===== config.mk =====
export PLATFORM = sky130hd
export DESIGN_NAME = i2c_reg_seq
export DESIGN_NICKNAME = d
export VERILOG_FILES = /design/src/rtl/i2c_reg_seq.sv
export SDC_FILE = /design/constraint.sdc
export NUM_CORES = 1
export LEC_CHECK = 0
export BUFFER_PORTS_ARGS = -buffer_cell sky130_fd_sc_hd__buf_2
export CAP_MARGIN = 20
export CORE_MARGIN = 2
export CORE_UTILIZATION = 42
export CTS_BUF_LIST = sky130_fd_sc_hd__clkbuf_8
export CTS_CLUSTER_SIZE = 8
export DETAILED_ROUTE_END_ITERATION = 7
export PLACE_DENSITY = 0.63
export SLEW_MARGIN = 25
export SYNTH_ARGS = -nofsm -noshare
export SYNTH_HDL_FRONTEND = slang
export SYNTH_SLANG_ARGS = --single-unit

===== constraint.sdc =====
create_clock -name clk -period 2.5 [get_ports clk]
set_clock_uncertainty 0.05 [all_clocks]
set_input_delay 0.375 -clock clk [delete_from_list [all_inputs] [get_ports clk]]
set_output_delay 0.375 -clock clk [all_outputs]
set_load 0.01 [all_outputs]

===== src/rtl/i2c_reg_seq.sv =====
// i2c_reg_seq: expands one single-byte register write or read request into
// the full START / WR / RESTART / RD / STOP command sequence for the I2C
// master. It waits for master ready between commands, aborts to STOP on
// a NACK, and gives up after a bounded stall.
module i2c_reg_seq #(
   parameter int TIMEOUT_CYC = 100000,
   parameter int TMO_W       = 20
) (
   input  logic       clk,
   input  logic       reset,
   input  logic       req_valid,
   output logic       req_ready,
   input  logic       req_rw,
   input  logic [6:0] req_dev,
   input  logic [7:0] req_reg,
   input  logic [7:0] req_wdata,
   output logic       rsp_valid,
   output logic [7:0] rsp_rdata,
   output logic       rsp_nack,
   output logic       rsp_tmo,
   output logic       busy,
   output logic [2:0] m_cmd,
   output logic [7:0] m_din,
   output logic       m_wr,
   input  logic       m_ready,
   input  logic       m_ack,
   input  logic [7:0] m_dout
);

   localparam logic [2:0] CMD_START   = 3'b000;
   localparam logic [2:0] CMD_WR      = 3'b001;
   localparam logic [2:0] CMD_RD      = 3'b010;
   localparam logic [2:0] CMD_STOP    = 3'b011;
   localparam logic [2:0] CMD_RESTART = 3'b100;

   typedef enum logic [2:0] {
      S_IDLE   = 3'd0,
      S_ISSUE  = 3'd1,
      S_SETTLE = 3'd2,
      S_WAIT   = 3'd3,
      S_RESP   = 3'd4
   } state_t;

   state_t           state_reg, state_next;
   logic [2:0]       step_reg, step_next;
   logic [TMO_W-1:0] tmo_cnt_reg, tmo_cnt_next;
   logic             rw_reg, rw_next;
   logic [6:0]       dev_reg, dev_next;
   logic [7:0]       addr_reg, addr_next;
   logic [7:0]       wdata_reg, wdata_next;
   logic [7:0]       rdata_reg, rdata_next;
   logic             nack_reg, nack_next;
   logic             tmo_reg, tmo_next;

   logic [2:0]       step_cmd;
   logic [7:0]       step_din;
   logic [2:0]       stop_step;
   logic             stalled;
   logic             tmo_hit;

   // Decode the command and data byte for the current step of the request
   always_comb begin
      step_cmd = CMD_STOP;
      step_din = 8'h00;
      case (step_reg)
         3'd0: step_cmd = CMD_START;
         3'd1: begin
            step_cmd = CMD_WR;
            step_din = {dev_reg, 1'b0};
         end
         3'd2: begin
            step_cmd = CMD_WR;
            step_din = addr_reg;
         end
         3'd3: begin
            if (rw_reg) begin
               step_cmd = CMD_RESTART;
            end else begin
               step_cmd = CMD_WR;
               step_din = wdata_reg;
            end
         end
         3'd4: begin
            if (rw_reg) begin
               step_cmd = CMD_WR;
               step_din = {dev_reg, 1'b1};
            end
         end
         3'd5: begin
            // Single-byte read: ask the master to NACK the only byte
            step_cmd = CMD_RD;
            step_din = 8'h01;
         end
         default: step_cmd = CMD_STOP;
      endcase
   end

   assign stop_step = rw_reg ? 3'd6 : 3'd4;
   assign stalled   = ((state_reg == S_ISSUE) || (state_reg == S_WAIT)) && !m_ready;
   // Fires on the stalled cycle that brings the count up to TIMEOUT_CYC
   assign tmo_hit   = (TIMEOUT_CYC != 0) && stalled &&
                      ((tmo_cnt_reg + TMO_W'(1)) == TMO_W'(TIMEOUT_CYC));

   // State and datapath registers
   always_ff @(posedge clk) begin
      if (!reset) begin
         state_reg   <= S_IDLE;
         step_reg    <= 3'd0;
         tmo_cnt_reg <= '0;
         rw_reg      <= 1'b0;
         dev_reg     <= 7'h00;
         addr_reg    <= 8'h00;
         wdata_reg   <= 8'h00;
         rdata_reg   <= 8'h00;
         nack_reg    <= 1'b0;
         tmo_reg     <= 1'b0;
      end else begin
         state_reg   <= state_next;
         step_reg    <= step_next;
         tmo_cnt_reg <= tmo_cnt_next;
         rw_reg      <= rw_next;
         dev_reg     <= dev_next;
         addr_reg    <= addr_next;
         wdata_reg   <= wdata_next;
         rdata_reg   <= rdata_next;
         nack_reg    <= nack_next;
         tmo_reg     <= tmo_next;
      end
   end

   // Next-state and next-datapath logic
   always_comb begin
      state_next   = state_reg;
      step_next    = step_reg;
      tmo_cnt_next = tmo_cnt_reg;
      rw_next      = rw_reg;
      dev_next     = dev_reg;
      addr_next    = addr_reg;
      wdata_next   = wdata_reg;
      rdata_next   = rdata_reg;
      nack_next    = nack_reg;
      tmo_next     = tmo_reg;
      case (state_reg)
         S_IDLE: begin
            tmo_cnt_next = '0;
            if (req_valid) begin
               rw_next    = req_rw;
               dev_next   = req_dev;
               addr_next  = req_reg;
               wdata_next = req_wdata;
               rdata_next = 8'h00;
               nack_next  = 1'b0;
               tmo_next   = 1'b0;
               step_next  = 3'd0;
               state_next = S_ISSUE;
            end
         end
         S_ISSUE: begin
            if (m_ready) begin
               tmo_cnt_next = '0;
               state_next   = S_SETTLE;
            end else if (tmo_hit) begin
               tmo_next   = 1'b1;
               state_next = S_RESP;
            end else begin
               tmo_cnt_next = tmo_cnt_reg + TMO_W'(1);
            end
         end
         S_SETTLE: state_next = S_WAIT;
         S_WAIT: begin
            if (m_ready) begin
               if ((step_cmd == CMD_WR) && m_ack) begin
                  nack_next  = 1'b1;
                  step_next  = stop_step;
                  state_next = S_ISSUE;
               end else if (step_cmd == CMD_STOP) begin
                  state_next = S_RESP;
               end else begin
                  if (step_cmd == CMD_RD) begin
                     rdata_next = m_dout;
                  end
                  step_next  = step_reg + 3'd1;
                  state_next = S_ISSUE;
               end
            end else if (tmo_hit) begin
               tmo_next   = 1'b1;
               state_next = S_RESP;
            end else begin
               tmo_cnt_next = tmo_cnt_reg + TMO_W'(1);
            end
         end
         S_RESP: begin
            nack_next  = 1'b0;
            tmo_next   = 1'b0;
            rdata_next = 8'h00;
            state_next = S_IDLE;
         end
         default: state_next = S_IDLE;
      endcase
   end

   // Outputs decoded from state; the strobe follows m_ready combinationally
   always_comb begin
      req_ready = (state_reg == S_IDLE) && reset;
      busy      = (state_reg != S_IDLE);
      m_wr      = 1'b0;
      m_cmd     = 3'b000;
      m_din     = 8'h00;
      rsp_valid = 1'b0;
      rsp_rdata = 8'h00;
      rsp_nack  = 1'b0;
      rsp_tmo   = 1'b0;
      if ((state_reg == S_ISSUE) && m_ready) begin
         m_wr  = 1'b1;
         m_cmd = step_cmd;
         m_din = step_din;
      end
      if (state_reg == S_RESP) begin
         rsp_valid = 1'b1;
         rsp_tmo   = tmo_reg;
         rsp_nack  = nack_reg && !tmo_reg;
         rsp_rdata = (nack_reg || tmo_reg) ? 8'h00 : rdata_reg;
      end
   end

endmodule


==> implementation parameters <==
Parameter                              Value

STA
  Setup repair after global routing missed its margin ... true
  Worst-Margin Slew ... 0.692 ns
  Total setup violations reported at the end of the flow ... 0
  Final hold violation count ... 0
  Share of the cycle needed by the critical path after routing ... 97.7%
  Relative slew slack ... 53.5%
  Highest clock frequency the design can meet ... 0.410 GHz
  Post-layout minimum cycle time ... 2.44 ns
  Final max-slew violation count ... 0
  Final setup slack of the worst path ... 0.0586 ns

Global routing
  Vias in the first global route ... 3242
  Maximum number of pins on one net before global-route repair ... 28
  Overflow after GRT ... 0
  Global router's overall resource usage ... 21.5%
  Wire length of the first global-routing pass ... 15600 um
  Number of antenna violations at the first check in global routing ... 0

Drt
  Number of nets with antenna violations after detailed routing ... 0
  Wire per inst ... 14.6 um
  First-pass iteration count of the detailed router ... 5
  Total length of routed wires ... 9980 um
  DR iter-0 viols ... 339
  DRC violations left ... 0
  Vias after detailed routing ... 3745
  Average vias per placed instance ... 5.48

Power and ir drop
  Power density cells ... 455 nW/um^2
  Clock share of power ... 40.4%
  Net Sw Power ... 0.000585 W
  Total power consumption of the routed design ... 0.00213 W
  Internal cell power ... 0.00155 W
  Static power due to leakage ... 1.92 nW
  Worst-case vdd ir drop ... 0.000323 V
  Combinational fraction of design power ... 12.1%
  Switching power share of the total ... 27.4%
  Sequential Power Share ... 47.4%

Clocking
  Sink Count ... 60
  Clock root cell ... sky130_fd_sc_hd__clkbuf_8
  Clock buffer depth ... 2
  CTS tree ... yes
  Clk_lat worst skew ... 0.35 ns
  Clock transition at the registers of the reported paths ... 0.08 ns
  H-Tree Depth ... 3
  TritonCTS Buffers ... 9

Setup path
  Cells traversed along the worst timing path ... buf_6 -> nand4_1 -> or4_4 -> a221oi_4 -> nor2_4 -> nor3_2 -> nand3_2 -> a2111oi_2
  Delay of the slowest cell on the worst path ... 0.55 ns
  Slowest stage cell on the critical path ... sky130_fd_sc_hd__or4_4
  Startpoint kind of the worst setup timing path ... register
  Buf+Inv Stages, Crit Path ... 1
  Data required time of the critical path ... 2.69 ns
  Worst Path Class, Setup ... reg2reg
  CP max FO ... 6
  Endpoint kind of the worst setup timing path ... register
  Data arrival time of the critical path ... 2.63 ns
  Cell class contributing the biggest share of worst-path delay ... simple AND/OR/NAND/NOR gates

Logic synthesis
  Most frequently used cell type in the post-synthesis netlist ... sky130_fd_sc_hd__nand2_1
  Top-area cell type share of the netlist area ... 33.8%
  Combined area of all synthesized cells ... 3560 sq um
  Netlist cell types ... 61
  Cell count after synthesis ... 480
  Share of the yosys chip area belonging to registers ... 33.8%
  Syn_area_per_cell ... 7.41 sq um
  Number of storage elements in the synthesis netlist ... 60
  Net count after synthesis ... 525
  Async set-reset flop share out of synthesis ... 0%
  Commonest cells post-synth ... sky130_fd_sc_hd__nand2_1, sky130_fd_sc_hd__dfxtp_1, sky130_fd_sc_hd__a21oi_1
  Synthesis Warnings ... 0
  Post-synthesis cell type with the largest combined area ... sky130_fd_sc_hd__dfxtp_1
  Leading cell types by total area after synthesis ... sky130_fd_sc_hd__dfxtp_1, sky130_fd_sc_hd__nand2_1, sky130_fd_sc_hd__a21oi_1
  Predominant post-synthesis flop cell ... sky130_fd_sc_hd__dfxtp_1
  Post-synth EDFFs ... 0

Placement
  IO buf count ... 61
  Placer's final routability congestion estimate ... 0.922
  Post-place setup slack ... -0.119 ns
  Detailed-placement wirelength estimate ... 6940 um
  Placed cells ... 659

Die
  Starting Density ... 43.3%
  Boundary pin count ... 62
  Core region area ... 8220 sq um
  Floorplan die height ... 96.0 um
  Horiz. Die Dim ... 96.0 um
  DIE AREA ... 9220 sq um
  Core Rows ... 33

Layout
  Diodes inserted ... 0
  Synthesis-to-layout area growth ... 31.7%
  Max reg flops ... 20
  Final net count ... 618
  Layout Cells excl Fill ... 683
  Fraction of final layout cells sized beyond drive strength 1 ... 32.0%

Outcome
  Result of the run ... complete, no violations

Min path
  Kind of path behind the tightest hold check ... in2reg

Run
  Max-cap violation count ... 0
[cell families (layout without fill, tap and decap cells)]
logic type      Yosys count  count (layout)  synth area share, %
xor+xnor                  3               3                0.739
compound gates          114             114                 21.1
flops                    60              60                 33.8
simple gates            242             242                 34.8
fa+ha+maj                 8               8                 2.81
buf+inv                  51             149                 6.26
mux                       2               2                0.563
[placed cells by master (no fill, tap or decap), types with 3 or more instances in the layout]
| master | Yosys | final |
|---|---|---|
| sky130_fd_sc_hd__ha_1 | 8 | 5 |
| sky130_fd_sc_hd__o21ai_1 | 3 | 3 |
| sky130_fd_sc_hd__buf_2 | 6 | 61 |
| sky130_fd_sc_hd__a22oi_1 | 3 | 3 |
| sky130_fd_sc_hd__a222oi_1 | 7 | 7 |
| sky130_fd_sc_hd__and3_1 | 4 | 4 |
| sky130_fd_sc_hd__buf_4 | 4 | 50 |
| sky130_fd_sc_hd__nand2_1 | 85 | 84 |
| sky130_fd_sc_hd__inv_1 | 15 | 16 |
| sky130_fd_sc_hd__buf_6 | 1 | 6 |
| sky130_fd_sc_hd__dfxtp_1 | 60 | 44 |
| sky130_fd_sc_hd__clkbuf_8 | 0 | 9 |
| sky130_fd_sc_hd__nand2b_1 | 14 | 13 |
| sky130_fd_sc_hd__a31oi_1 | 5 | 5 |
| sky130_fd_sc_hd__ha_4 | 0 | 3 |
| sky130_fd_sc_hd__nand4_1 | 6 | 6 |
| sky130_fd_sc_hd__o21ai_0 | 12 | 12 |
| sky130_fd_sc_hd__dfxtp_2 | 0 | 15 |
| sky130_fd_sc_hd__or3_1 | 6 | 5 |
| sky130_fd_sc_hd__or4_4 | 0 | 3 |
| sky130_fd_sc_hd__nor3_1 | 12 | 11 |
| sky130_fd_sc_hd__nor4_4 | 1 | 4 |
| sky130_fd_sc_hd__a21o_1 | 5 | 5 |
| sky130_fd_sc_hd__nand3_1 | 25 | 23 |
| sky130_fd_sc_hd__nor4_1 | 15 | 10 |
| sky130_fd_sc_hd__nor2_1 | 42 | 42 |
| sky130_fd_sc_hd__a21oi_1 | 53 | 53 |
| sky130_fd_sc_hd__and2_1 | 10 | 10 |
| sky130_fd_sc_hd__o22ai_1 | 4 | 4 |
[power by group through the flow]
stage / Clock [W] / Combinational [W] / Sequential (W)
2_1_floorplan: 0 / 0.000162 / 0.00102
3_3_place_gp: 0 / 0.000250 / 0.00103
3_5_place_dp: 0 / 0.000254 / 0.00103
4_1_cts: 0.000881 / 0.000254 / 0.00101
5_1_grt: 0.000920 / 0.000286 / 0.00102
6_report: 0.000863 / 0.000259 / 0.00101
[metrics by stage]
step	instance area [sq um]	hold slack, ns	TNS, ns	util (%)
finish	4690	0.205	0	57.0
global route	4690	0.198	-0.0655	57.0
CTS	4440	0.199	0	54.1
detailed placement	4210	0.400	-0.493	51.2
global placement	4210	0.393	-0.210	51.2
floorplan	3560	0.386	0	-
[final timing paths]
check | startpoint | end | slack, ns | cells after the start
setup / recovery | tmo_cnt_reg[4] | state_reg[2] | 0.06 | 8
hold / removal | req_wdata[1] | wdata_reg[1] | 0.20 | 3
hold reg to reg | addr_reg[0] | addr_reg[0] | 0.41 | 2
setup reg to reg | tmo_cnt_reg[4] | state_reg[2] | 0.06 | 8
[per-layer routing]
| layer | track usage, % | wire, um | up-vias |
|---|---|---|---|
| met5 | 0 | 0 | - |
| met4 | 5.95 | 84 | 0 |
| met3 | 4.86 | 754 | 8 |
| met2 | 30.9 | 4440 | 124 |
| met1 | 31.9 | 4700 | 1724 |
| li1 | - | - | 1889 |
[worst min-delay path, cell delays in order]
cell	delay [ns]
sky130_fd_sc_hd__buf_2	0.09
sky130_fd_sc_hd__nand2_1	0.05
sky130_fd_sc_hd__a21oi_1	0.05
[area by class of cell]
class | count | area [sq um]
fill | 787 | 3530
multi-input combinational | 369 | 2310
sequential | 60 | 1220
timing repair buffer | 118 | 768
tap | 105 | 131
clock buffer | 9 | 124
clock inverter | 7 | 68.8
inverter | 15 | 56.3
[what timing repair did]
action / 4_1_cts / 5_1_grt
buffers inserted: 0 / 8
hold buffers: 0 / 0
pin swaps: 8 / 17
endpoints found under the setup margin: 17 / 21
resized for setup: 11 / 43
Note: power is estimated with default switching activity, not from simulation.
